--- src/rtl/uart_tx.sv ---
// uart_tx: serial transmitter with a one-entry holding register.
// It sends 8 data bits LSB first and supports optional parity and one or two
// stop bits. Every output is registered. The line lags the FSM state by one
// cycle, so a byte accepted at edge N drives the start bit from edge N+2.
//
// Ports:
//   clk        system clock
//   rst_n      asynchronous active-low reset
//   tx_byte    byte to send; sampled when tx_valid && tx_ready
//   tx_valid   tx_byte is valid
//   tx_ready   holding register empty; a byte can be accepted
//   serial_out UART line; idles high
//   tx_busy    high while a frame is on the line
//   tx_done    one-cycle pulse on the last cycle of the final stop bit
module uart_tx #(
  parameter int unsigned CLKS_PER_BIT = 217,
  parameter bit          PARITY_EN    = 1'b0,
  parameter bit          PARITY_ODD   = 1'b0,
  parameter int unsigned STOP_BITS    = 1
) (
  input  logic       clk,
  input  logic       rst_n,
  input  logic [7:0] tx_byte,
  input  logic       tx_valid,
  output logic       tx_ready,
  output logic       serial_out,
  output logic       tx_busy,
  output logic       tx_done
);

  localparam int unsigned      CNT_W     = (CLKS_PER_BIT > 1) ? $clog2(CLKS_PER_BIT) : 1;
  localparam logic [CNT_W-1:0] CNT_MAX   = CNT_W'(CLKS_PER_BIT - 1);
  localparam logic [2:0]       LAST_STOP = 3'(STOP_BITS - 1);

  typedef enum logic [2:0] {
    IDLE   = 3'd0,
    START  = 3'd1,
    DATA   = 3'd2,
    PARITY = 3'd3,
    STOP   = 3'd4
  } state_t;

  state_t           state_q, state_d;
  logic [CNT_W-1:0] cnt_q, cnt_d;
  logic [2:0]       bit_q, bit_d;
  logic [7:0]       shift_q, shift_d;
  logic             parity_q, parity_d;
  logic [7:0]       hold_q, hold_d;
  logic             hold_full_q, hold_full_d;
  logic             tx_ready_q, tx_ready_d;
  logic             serial_q, serial_d;
  logic             busy_q, busy_d;
  logic             done_q, done_d;

  logic bit_end;
  logic load;

  // Next-state, datapath and output decode.
  always_comb begin
    state_d     = state_q;
    cnt_d       = cnt_q;
    bit_d       = bit_q;
    shift_d     = shift_q;
    parity_d    = parity_q;
    hold_d      = hold_q;
    hold_full_d = hold_full_q;
    serial_d    = 1'b1;
    busy_d      = 1'b0;
    done_d      = 1'b0;
    load        = 1'b0;

    bit_end = (cnt_q == CNT_MAX);
    cnt_d   = bit_end ? '0 : cnt_q + CNT_W'(1);

    case (state_q)
      IDLE: begin
        cnt_d = '0;
        bit_d = '0;
        if (hold_full_q) begin
          load    = 1'b1;
          state_d = START;
        end
      end
      START: begin
        serial_d = 1'b0;
        busy_d   = 1'b1;
        if (bit_end) begin
          bit_d   = '0;
          state_d = DATA;
        end
      end
      DATA: begin
        serial_d = shift_q[0];
        busy_d   = 1'b1;
        if (bit_end) begin
          shift_d = {1'b0, shift_q[7:1]};
          if (bit_q == 3'd7) begin
            bit_d   = '0;
            state_d = PARITY_EN ? PARITY : STOP;
          end else begin
            bit_d = bit_q + 3'd1;
          end
        end
      end
      PARITY: begin
        serial_d = parity_q;
        busy_d   = 1'b1;
        if (bit_end) begin
          bit_d   = '0;
          state_d = STOP;
        end
      end
      STOP: begin
        busy_d = 1'b1;
        if (bit_end) begin
          if (bit_q == LAST_STOP) begin
            done_d = 1'b1;
            bit_d  = '0;
            // A queued byte starts the next frame with no idle gap.
            if (hold_full_q) begin
              load    = 1'b1;
              state_d = START;
            end else begin
              state_d = IDLE;
            end
          end else begin
            bit_d = bit_q + 3'd1;
          end
        end
      end
      default: begin
        state_d = IDLE;
        cnt_d   = '0;
        bit_d   = '0;
      end
    endcase

    // Drain the holding register into the shifter.
    if (load) begin
      shift_d     = hold_q;
      parity_d    = (^hold_q) ^ PARITY_ODD;
      hold_full_d = 1'b0;
    end

    // Acceptance only happens while the hold register is empty, so it cannot
    // coincide with a drain.
    if (tx_valid && tx_ready_q) begin
      hold_d      = tx_byte;
      hold_full_d = 1'b1;
    end

    tx_ready_d = ~hold_full_d;
  end

  // State and output registers.
  always_ff @(posedge clk or negedge rst_n) begin
    if (!rst_n) begin
      state_q     <= IDLE;
      cnt_q       <= '0;
      bit_q       <= '0;
      shift_q     <= '0;
      parity_q    <= 1'b0;
      hold_q      <= '0;
      hold_full_q <= 1'b0;
      tx_ready_q  <= 1'b1;
      serial_q    <= 1'b1;
      busy_q      <= 1'b0;
      done_q      <= 1'b0;
    end else begin
      state_q     <= state_d;
      cnt_q       <= cnt_d;
      bit_q       <= bit_d;
      shift_q     <= shift_d;
      parity_q    <= parity_d;
      hold_q      <= hold_d;
      hold_full_q <= hold_full_d;
      tx_ready_q  <= tx_ready_d;
      serial_q    <= serial_d;
      busy_q      <= busy_d;
      done_q      <= done_d;
    end
  end

  assign tx_ready   = tx_ready_q;
  assign serial_out = serial_q;
  assign tx_busy    = busy_q;
  assign tx_done    = done_q;

endmodule

--- config.mk ---
export PLATFORM = sky130hd
export DESIGN_NAME = uart_tx
export DESIGN_NICKNAME = d
export VERILOG_FILES = /design/src/rtl/uart_tx.sv
export SDC_FILE = /design/constraint.sdc
export NUM_CORES = 1
export LEC_CHECK = 0
export ABC_AREA = 1
export ABC_CLOCK_PERIOD_IN_PS = 2750
export BUFFER_PORTS_ARGS = -buffer_cell sky130_fd_sc_hd__buf_2
export CORE_MARGIN = 2
export CORE_UTILIZATION = 56
export DETAILED_ROUTE_END_ITERATION = 8
export PLACE_DENSITY = 0.79
export SLEW_MARGIN = 20
export SYNTH_ARGS = -nofsm -noshare
export SYNTH_HDL_FRONTEND = slang
export SYNTH_SLANG_ARGS = --single-unit
--- constraint.sdc ---
create_clock -name clk -period 2.75 [get_ports clk]
set_input_delay 0.4125 -clock clk [delete_from_list [all_inputs] [get_ports clk]]
set_output_delay 0.4125 -clock clk [all_outputs]
set_load 0.01 [all_outputs]
==> results of run 1 <==
cells by family after synthesis:
kind of cell,count (synthesis)
xor+xnor,5
simple gates,153
compound gates,13
fa+ha+maj,5
flops,36
buf+inv,38
worst register-to-register path, stage by stage (launching register included):
cell and delay, ns:
dfrtp_1 0.42, inv_1 0.08, ha_1 0.19, nand3_2 0.10
nor2_4 0.30, nand3_4 0.26, nand2_1 0.14, nand3_1 0.08
nand2_1 0.07
how the worst min path moves through the flow:
stage / start / to / slack [ns]
6_report: rst_n / cnt_q[0]$_DFF_PN0_ / 0.14
5_1_grt: rst_n / cnt_q[0]$_DFF_PN0_ / 0.19
4_1_cts: rst_n / cnt_q[1]$_DFF_PN0_ / 0.17
3_5_place_dp: cnt_q[0]$_DFF_PN0_ / cnt_q[0]$_DFF_PN0_ / 0.46
3_3_place_gp: cnt_q[0]$_DFF_PN0_ / cnt_q[0]$_DFF_PN0_ / 0.44
2_1_floorplan: rst_n / bit_q[0]$_DFFE_PN0P_ / 0.12
power breakdown:
group          internal [mW]  leakage [nW]  switching (mW)
Combinational         0.0752         0.641           0.132
Sequential             0.571         0.404          0.0300
Clock                  0.150        0.0386           0.167
synth_stat cells:
| library cell | instances |
|---|---|
| nand3_1 | 34 |
| nand3_2 | 3 |
| a21oi_1 | 9 |
| o21ai_1 | 2 |
| nand2_2 | 2 |
| nand2_4 | 1 |
| buf_4 | 1 |
| dfrtp_1 | 34 |
| o211ai_1 | 1 |
| xor2_1 | 3 |
| nand2_1 | 66 |
| nor3_1 | 6 |
| nand4_1 | 8 |
| nor2_1 | 26 |
| nand3_4 | 1 |
| buf_6 | 2 |
| inv_1 | 30 |
| inv_2 | 3 |
| ha_1 | 5 |
| nor2_4 | 5 |
| dfstp_2 | 2 |
| xnor2_1 | 2 |
| clkbuf_1 | 1 |
| nor3b_2 | 1 |
| buf_8 | 1 |
| o21ai_0 | 1 |
flip-flops by register name, summed over array words and instances (netlist names):
| name | flops |
|---|---|
| cnt_q | 8 |
| hold_q | 8 |
| shift_q | 8 |
| bit_q | 3 |
| state_q | 3 |
| hold_full_q | 1 |
| parity_q | 1 |
| serial_out | 1 |
| tx_busy | 1 |
| tx_done | 1 |
| tx_ready | 1 |
through the flow:
stage	worst slack, ns	total power [mW]	hold slack (ns)	std cells	utilization
floorplan	1.27	0.767	0.117	250	-
global placement	1.13	0.811	0.444	305	0.614
detailed placement	1.06	0.820	0.463	305	0.614
CTS	1.03	1.14	0.171	313	0.634
global route	0.848	1.20	0.189	313	0.634
finish	1.05	1.13	0.139	313	0.634
layout make-up:
| type | instances | area [um2] |
|---|---|---|
| fillers | 305 | 1230 |
| inverters | 33 | 124 |
| well taps | 46 | 57.6 |
| multi-input cells | 176 | 910 |
| repair buffers | 14 | 70.1 |
| flip-flops and latches | 36 | 903 |
| clock buffers | 8 | 68.8 |
routing by layer:
metal,vias up,part of all wire
li1,834,-
met1,734,0.50
met2,20,0.46
met3,5,0.028
met4,0,0.015
met5,-,0
==> qor.csv, run 1 <==
metric,value,unit
GR Layer Usage met1,0.282,
complex-gate fraction of the synthesized area,0.0340,
post-DP HPWL,2.60,mm
# hold bufs at CTS,0,
crit path kind,register to register,
Simple-Gate Fraction of Synth Area,0.371,
crit path cell chain,inv_1 -> ha_1 -> nand3_2 -> nor2_4 -> nand3_4 -> nand2_1 -> nand3_1 -> nand2_1,
outcome,completed,
Max Buffers Root-to-Sink,2,
"Seq/Total Area, Yosys",0.455,
first-pass GRT wire length,6.32,mm
CTS HTree Levels,2,
WP buf/inv,1,
Final Slew Violations,0,
MaxCap Viol Count,0,
XOR/XNOR Fraction of Synth Area,0.0221,
"wirelength, routed",3.55,mm
area delta synth->final,7.44,%
R2R Path Start,cnt_q[0]$_DFF_PN0_,
Worst EP required,3.02,ns
"Design Area, Final",2130,um2
Pleak,1.08,nW
"most common cell after layout, fill and taps aside",nand2_1,
Critical-path top delay cell,dfrtp_1,
Die ar.,4040,um2
Cells after Synth,250,
ranking of synthesized cells by area,"dfrtp_1 43%, nand2_1 12%, nand3_1 8.6%, inv_1 5.7%, nor2_1 4.9%",
Worst setup SP type,register,
Top Usage Layer GRT,met2,
PwrDens,528,nW/um2
Pre-antenna DRT Iters,4,
Worst Setup EP,parity_q$_DFFE_PN0P_,
largest family of logic cells by synthesized area,simple AND/OR/NAND/NOR gates,
cts repair resizes,0,
I/O Buffers,14,
Vias/cell,5.09,
M3 GR Usage,0.0429,
grt ovf,0,
slew margin rel.,0.484,
post-synth top area share,0.428,
Final #Nets,282,
"CP delay by family, top",simple AND/OR/NAND/NOR gates,
Avg WL per Cell,11.3,um
WP depth,8,
Critical Path Max Stage Delay,0.42,ns
vias in the first global route,1410,
crit-path most repeated cell,nand2_1,
GP Congestion,0.891,
Critical Path Fanout Max,19,
share of layout cells above drive strength 1,0.146,
setup TNS,0,ns
synthesized area,1990,um2
Final period util,0.618,
average cell area after synthesis,7.94,um2
reg2reg path depth,8,
Post-Synth Adder-Cell Area,0.0315,
r2r endpoint,parity_q$_DFFE_PN0P_,
Initial Util,0.590,
fmax,588,MHz
GRT Overall Usage,0.200,
Diodes inserted,0,
Arrival @ worst endpoint,1.97,ns
Period minus WS final,1.70,ns
CTS Buf Count,5,
worst skew pair latency,0.34,ns
core area,3360,um2
peak supply drop,419,uV
post-route ant nets,0,
initial antenna violation count,0,
CTS tree,yes,
Cell variety after synth,26,
Worst Tran Pin Value,0.774,ns
most frequent cells in the layout,"66 x nand2_1, 34 x nand3_1, 34 x dfrtp_1",
setup repair after global routing missed its margin,false,
post-CTS setup buffer count,0,
CTS root buffer,clkbuf_4,
Critical path origin,cnt_q[0]$_DFF_PN0_,
TritonCTS Sinks,36,
Worst Setup End Kind,register,
Iteration-0 DRC Markers,61,
Synth area leader,dfrtp_1,
Final setup viols,0,
Setup Skew,0.0108,ns
die width,63.5,um
flop2flop setup slack,1.05,ns
Worst-path clk slew,0.11,ns
IO Count,15,
total number of vias,1593,
Hold/Removal Path Class,input port to asynchronous set/reset pin,
number of hold violations in the final report,0,
drt drc,0,
post-synthesis register bit count,36,
Global Route met2 Usage,0.304,
Die Y,63.5,um
Rows,21,
syn nets,266,
placed cell area,2060,um2
mux cell area share after synthesis,0,
largest net degree at the start of global routing,37,
YS warnings,0,
(Power assumes the default switching activity.)
==> run 2: changes to the inputs <==
- ABC_CLOCK_PERIOD_IN_PS: 2750 -> 1700
- clock period: 2.75 -> 1.7 ns (I/O delays scaled with it)
==> qor.csv, run 2 (same netlist as run 1, synthesis figures left out) <==
metric,value,unit,change
drt drc,0,,unchanged
fill count,319,,was 305
Final period util,0.940,,was 0.618
CTS root buffer,clkbuf_4,,unchanged
area delta synth->final,10.5,%,was 7.44%
Int Pwr,1.21,mW,was 0.797 mW
Diodes inserted,0,,unchanged
Pleak,1.10,nW,was 1.08 nW
most frequent cells in the layout,"66 x nand2_1, 34 x nand3_1, 34 x dfrtp_1",,unchanged
Final #Nets,288,,was 282
post-route ant nets,0,,unchanged
TritonCTS Sinks,36,,unchanged
CTS tree,yes,,unchanged
first-pass GRT wire length,6.39,mm,was 6.32 mm
Worst EP required,1.93,ns,was 3.02 ns
Critical Path Fanout Max,8,,was 19
outcome,completed,,unchanged
setup TNS,0,ns,unchanged
fmax,626,MHz,was 588 MHz
Largest regs,"cnt_q x8, hold_q x8, shift_q x8",,unchanged
"wirelength, routed",3.67,mm,was 3.55 mm
slew margin rel.,0.682,,was 0.484
logic gate share of total power,0.198,,was 0.184
GP Congestion,0.840,,was 0.891
Rows,21,,unchanged
post-DP HPWL,2.60,mm,about the same
Worst Setup End Kind,register,,unchanged
Arrival @ worst endpoint,1.83,ns,was 1.97 ns
core area,3360,um2,unchanged
Avg WL per Cell,11.5,um,was 11.3 um
Hold/Removal Path Class,input port to register,,was input port to asynchronous set/reset pin
CTS Buf Count,5,,unchanged
Worst Tran Pin Value,0.476,ns,was 0.774 ns
peak supply drop,595,uV,was 419 uV
PwrDens,790,nW/um2,was 528 nW/um2
final non-filler cell total,318,,was 313
CTS HTree Levels,2,,unchanged
Period minus WS final,1.60,ns,was 1.70 ns
share of layout cells above drive strength 1,0.173,,was 0.146
largest net degree at the start of global routing,20,,was 37
I/O Buffers,14,,unchanged
Vias/cell,5.04,,was 5.09
placed insts,308,,was 305
number of hold violations in the final report,0,,unchanged
crit path kind,register to register,,unchanged
setup repair after global routing missed its margin,false,,unchanged
MaxCap Viol Count,0,,unchanged
Seq pwr share,0.560,,was 0.534
NetSw,0.524,mW,was 0.330 mW
"most common cell after layout, fill and taps aside",nand2_1,,unchanged
total number of vias,1604,,was 1593
die width,63.5,um,unchanged
"Core Util, Final",0.653,,was 0.634
Final Slew Violations,0,,unchanged
Iteration-0 DRC Markers,97,,was 61
Sw Share,0.302,,was 0.293
GRT Overall Usage,0.206,,was 0.200
vias in the first global route,1453,,was 1410
Die ar.,4040,um2,unchanged
IO Count,15,,unchanged
grt ovf,0,,unchanged
Die Y,63.5,um,unchanged
Worst setup SP type,register,,unchanged
Final setup viols,0,,unchanged
Multi-input gate area,940,um2,was 910 um2
Pre-antenna DRT Iters,4,,unchanged
initial antenna violation count,0,,unchanged
worst skew pair latency,0.34,ns,about the same
clock power share,0.242,,was 0.282
Max Buffers Root-to-Sink,2,,unchanged
Setup Skew,0.00878,ns,was 0.0108 ns
Initial Util,0.590,,unchanged
Worst-path clk slew,0.10,ns,was 0.11 ns
Reg area,903,um2,unchanged
## run 2: cell count changes in the layout (fill, tap and decap cells not counted), sizes merged
| cell | change |
|---|---|
| buf | +4 |
| clkbuf | -1 |
| dlygate4sd3 | +1 |
| nand3 | +1 |
## run 2: power groups by stage
stage,Combinational [mW],Sequential [mW],Clock [mW]
after floorplan,0.259,0.982,0
after global placement,0.329,0.984,0
after detailed placement,0.341,0.989,0
after CTS,0.345,0.972,0.432
after global routing,0.415,0.981,0.470
final,0.343,0.971,0.419
## run 2: path summary, 6_finish.rpt
check / start / end / slack, ns / depth (start not counted)
min in group asynchronous: rst_n / hold_q[1]$_DFFE_PN0P_ / 0.39 / 2
worst min-delay path: tx_byte[3] / hold_q[3]$_DFFE_PN0P_ / 0.15 / 3
worst min register to register: cnt_q[0]$_DFF_PN0_ / cnt_q[0]$_DFF_PN0_ / 0.48 / 1
worst max register to register: cnt_q[0]$_DFF_PN0_ / shift_q[4]$_DFFE_PN0P_ / 0.10 / 7
max in group asynchronous: rst_n / serial_out$_DFF_PN1_ / 0.78 / 3
worst max-delay path: cnt_q[0]$_DFF_PN0_ / shift_q[4]$_DFFE_PN0P_ / 0.10 / 7
## run 2: critical path: stages (launching register included)
cell and delay (ns):
dfrtp_1 0.41, inv_1 0.08, ha_1 0.18, nand3_2 0.10, nor2_4 0.22, nand2_1 0.24, nand4_1 0.17, nand2_1 0.07
## run 2: layout make-up
type	instances	share of cell area
timing repair buffer	19	0.0559
sequential	36	0.412
tap	46	0.0262
clock buffer	7	0.0205
inverter	33	0.0576
multi-input combinational	177	0.428
## run 2: metrics by stage
stage | power, mW | hold slack [ns] | worst slack [ns] | area, um2
2_1_floorplan | 1.24 | -0.0406 | 0.217 | 1990
5_1_grt | 1.87 | 0.147 | 0.00495 | 2190
3_5_place_dp | 1.33 | 0.226 | 0.0130 | 2100
6_report | 1.73 | 0.151 | 0.102 | 2190
4_1_cts | 1.75 | 0.144 | 0.0264 | 2170
3_3_place_gp | 1.31 | 0.221 | 0.151 | 2100
## run 2: routing by layer
layer	GRT usage	share of wire	vias to the layer above
met5	0	0	-
met4	0.0978	0.013	0
met2	0.304	0.47	34
met1	0.272	0.47	717
met3	0.0696	0.045	6
li1	-	-	847
## run 2: repair_timing
action | CTS | global route
gates cloned | 1 | 0
endpoints found under the setup margin | 2 | 15
pin swaps | 1 | 2
endpoints found under the hold margin | 17 | 0
hold buffers | 1 | 0
resized for setup | 1 | 7
setup buffers | 0 | 1
==> run 3: changes to the inputs <==
- ABC_AREA: 1 -> not set
- PLACE_DENSITY: 0.79 -> 0.8
==> qor.csv, run 3 <==
metric,value,unit,change
Cell variety after synth,34,,was 26
fmax,562,MHz,was 626 MHz
Post-synth ARST share,1.00,,unchanged
share of layout cells above drive strength 1,0.458,,was 0.173
Pre-antenna DRT Iters,4,,unchanged
setup repair after global routing missed its margin,true,,was false
Min Hold Slack,0.119,ns,was 0.151 ns
Final #Nets,194,,was 288
YS warnings,0,,unchanged
violations in the final reports,negative setup slack,,
Worst-path clk slew,0.12,ns,was 0.10 ns
Worst EP required,1.96,ns,was 1.93 ns
Iteration-0 DRC Markers,27,,was 97
Worst Setup End Kind,register,,unchanged
Max Buffers Root-to-Sink,2,,unchanged
CTS tree,yes,,unchanged
logic gate share of total power,0.512,,was 0.198
most frequent cells in the layout,"34 x dfrtp_1, 21 x buf_4, 14 x mux2_4, 14 x buf_2, 11 x mux2_2",,"was 66 x nand2_1, 34 x nand3_1, 34 x dfrtp_1"
final total power,3.99,mW,was 1.73 mW
Reg area,903,um2,unchanged
synth cell count leaders,"34 x dfrtp_1, 14 x mux2_1, 12 x mux2_2",,"was 66 x nand2_1, 34 x dfrtp_1, 34 x nand3_1"
MaxCap Viol Count,0,,unchanged
Hold/Removal Path Class,input port to register,,unchanged
synthesized area,1750,um2,was 1990 um2
Diodes inserted,0,,unchanged
most frequent cell after synthesis,dfrtp_1,,was nand2_1
Post-synth top flop,dfrtp_1,,unchanged
area delta synth->final,24.9,%,was 10.5%
Cells after Synth,136,,was 250
Avg WL per Cell,15.9,um,was 11.5 um
NetSw,1.45,mW,was 0.524 mW
core area,3000,um2,was 3360 um2
Multi-input gate area,907,um2,was 940 um2
PwrDens,1830,nW/um2,was 790 nW/um2
setup TNS,-0.531,ns,was 0 ns
post-synthesis register bit count,36,,unchanged
Critical Path Fanout Max,8,,unchanged
Synth area leader,dfrtp_1,,unchanged
"wirelength, routed",3.37,mm,was 3.67 mm
Worst setup SP type,register,,unchanged
largest net degree at the start of global routing,37,,was 20
post-route ant nets,0,,unchanged
Rows,20,,was 21
Die Y,59.8,um,was 63.5 um
average cell area after synthesis,12.8,um2,was 7.94 um2
Die ar.,3580,um2,was 4040 um2
drt drc,0,,unchanged
Largest regs,"cnt_q x8, hold_q x8, shift_q x8",,unchanged
vias in the first global route,1199,,was 1453
peak supply drop,1080,uV,was 595 uV
die width,59.8,um,was 63.5 um
GRT Overall Usage,0.209,,was 0.206
grt ovf,0,,unchanged
CTS Buf Count,5,,unchanged
first-pass GRT wire length,5.40,mm,was 6.39 mm
Pleak,1.09,nW,was 1.10 nW
post-DP HPWL,2.49,mm,was 2.60 mm
CTS HTree Levels,2,,unchanged
"Seq/Total Area, Yosys",0.518,,was 0.455
initial antenna violation count,0,,unchanged
Worst Tran Pin Value,0.451,ns,was 0.476 ns
Initial Util,0.581,,was 0.590
Arrival @ worst endpoint,2.04,ns,was 1.83 ns
Setup Skew,0.0129,ns,was 0.00878 ns
Final period util,1.05,,was 0.940
Int Pwr,2.54,mW,was 1.21 mW
Seq pwr share,0.369,,was 0.560
total number of vias,1186,,was 1604
final worst setup slack,-0.0809,ns,was 0.102 ns
worst skew pair latency,0.36,ns,was 0.34 ns
Final Slew Violations,0,,unchanged
syn nets,152,,was 266
I/O Buffers,14,,unchanged
number of hold violations in the final report,0,,unchanged
crit path kind,register to register,,unchanged
pre-CTS setup slack,-0.266,ns,was 0.0130 ns
IO Count,15,,unchanged
Vias/cell,5.59,,was 5.04
TritonCTS Sinks,36,,unchanged
GP Congestion,0.899,,was 0.840
CTS root buffer,clkbuf_4,,unchanged
Final setup viols,8,,was 0
ranking of synthesized cells by area,"dfrtp_1 49%, mux2_1 9.0%, mux2_2 7.7%, ha_1 3.6%, xnor2_1 3.5%",,"was dfrtp_1 43%, nand2_1 12%, nand3_1 8.6%, inv_1 5.7%, nor2_1 4.9%"
clock power share,0.118,,was 0.242
outcome,"complete, but fails checks",,was completed
"most common cell after layout, fill and taps aside",dfrtp_1,,was nand2_1
post-synth top area share,0.487,,was 0.428
Sw Share,0.363,,was 0.302
Period minus WS final,1.78,ns,was 1.60 ns
fill count,204,,was 319
Post-synth EDFFs,0,,unchanged
slew margin rel.,0.699,,was 0.682
## run 3: final cells by class
class | count | share of cell area
Multi-Input combinational cell | 92 | 0.416
Sequential cell | 36 | 0.414
Timing Repair Buffer | 37 | 0.114
Clock buffer | 6 | 0.0189
Tap cell | 33 | 0.0189
Inverter | 6 | 0.0103
Clock inverter | 2 | 0.00746
## run 3: timing repair
item | in CTS | in global routing
resized for setup | 9 | 7
endpoints found under the hold margin | 34 | 0
hold buffers | 1 | 0
pin swaps | 2 | 1
setup buffers | 3 | 0
setup endpoints to repair | 9 | 15
gates cloned | 0 | 0
## run 3: routing by layer
metal	routed length (um)	vias to the layer above	share of wire	GRT usage
met2	1790	22	0.53	0.362
met1	1420	595	0.42	0.242
met5	0	-	0	0
met3	89	7	0.026	0.0476
li1	-	562	-	-
met4	66	0	0.020	0.102
## run 3: metrics by stage
step	util	area [um2]	instances
final	0.726	2180	212
after global routing	0.726	2180	212
after CTS	0.713	2140	212
after detailed placement	0.671	2010	200
after global placement	0.671	2010	200
after floorplan	-	1770	136
## run 3: power by group through the flow
stage               logic, mW  registers (mW)  clock network [mW]
finish                   2.04            1.47               0.472
global route             2.22            1.52               0.510
CTS                      1.93            1.48               0.470
detailed placement       1.83            1.49                   0
global placement         1.74            1.46                   0
floorplan                1.28            1.45                   0
## run 3: path summary, 6_finish.rpt
check                                           start                      to  slack (ns)  cells past startpoint
worst max register to register     cnt_q[0]$_DFF_PN0_  shift_q[1]$_DFFE_PN0P_       -0.08                      7
min in group asynchronous                       rst_n      cnt_q[7]$_DFF_PN0_        0.45                      3
worst min register to register  hold_full_q$_DFF_PN0_      tx_ready$_DFF_PN1_        0.49                      1
worst max-delay path               cnt_q[0]$_DFF_PN0_  shift_q[1]$_DFFE_PN0P_       -0.08                      7
max in group asynchronous                       rst_n    serial_out$_DFF_PN1_        0.89                      3
worst min-delay path                       tx_byte[6]   hold_q[6]$_DFFE_PN0P_        0.12                      2
## run 3: kinds of logic (layout without fill, tap and decap cells)
| family | after synthesis | in the layout | synth area share |
|---|---|---|---|
| mux | 27 | 27 | 0.173 |
| xor+xnor | 13 | 13 | 0.0652 |
| flops | 36 | 36 | 0.518 |
| compound gates | 14 | 14 | 0.0624 |
| fa+ha+maj | 5 | 5 | 0.0358 |
| simple gates | 33 | 33 | 0.127 |
| buf+inv | 8 | 51 | 0.0186 |
## run 3: critical path, stage by stage (launching register included)
cell	delay, ns
dfrtp_1	0.41
inv_1	0.06
ha_2	0.18
nand3b_4	0.11
nor4_4	0.17
buf_6	0.19
mux2_4	0.31
mux2_4	0.26
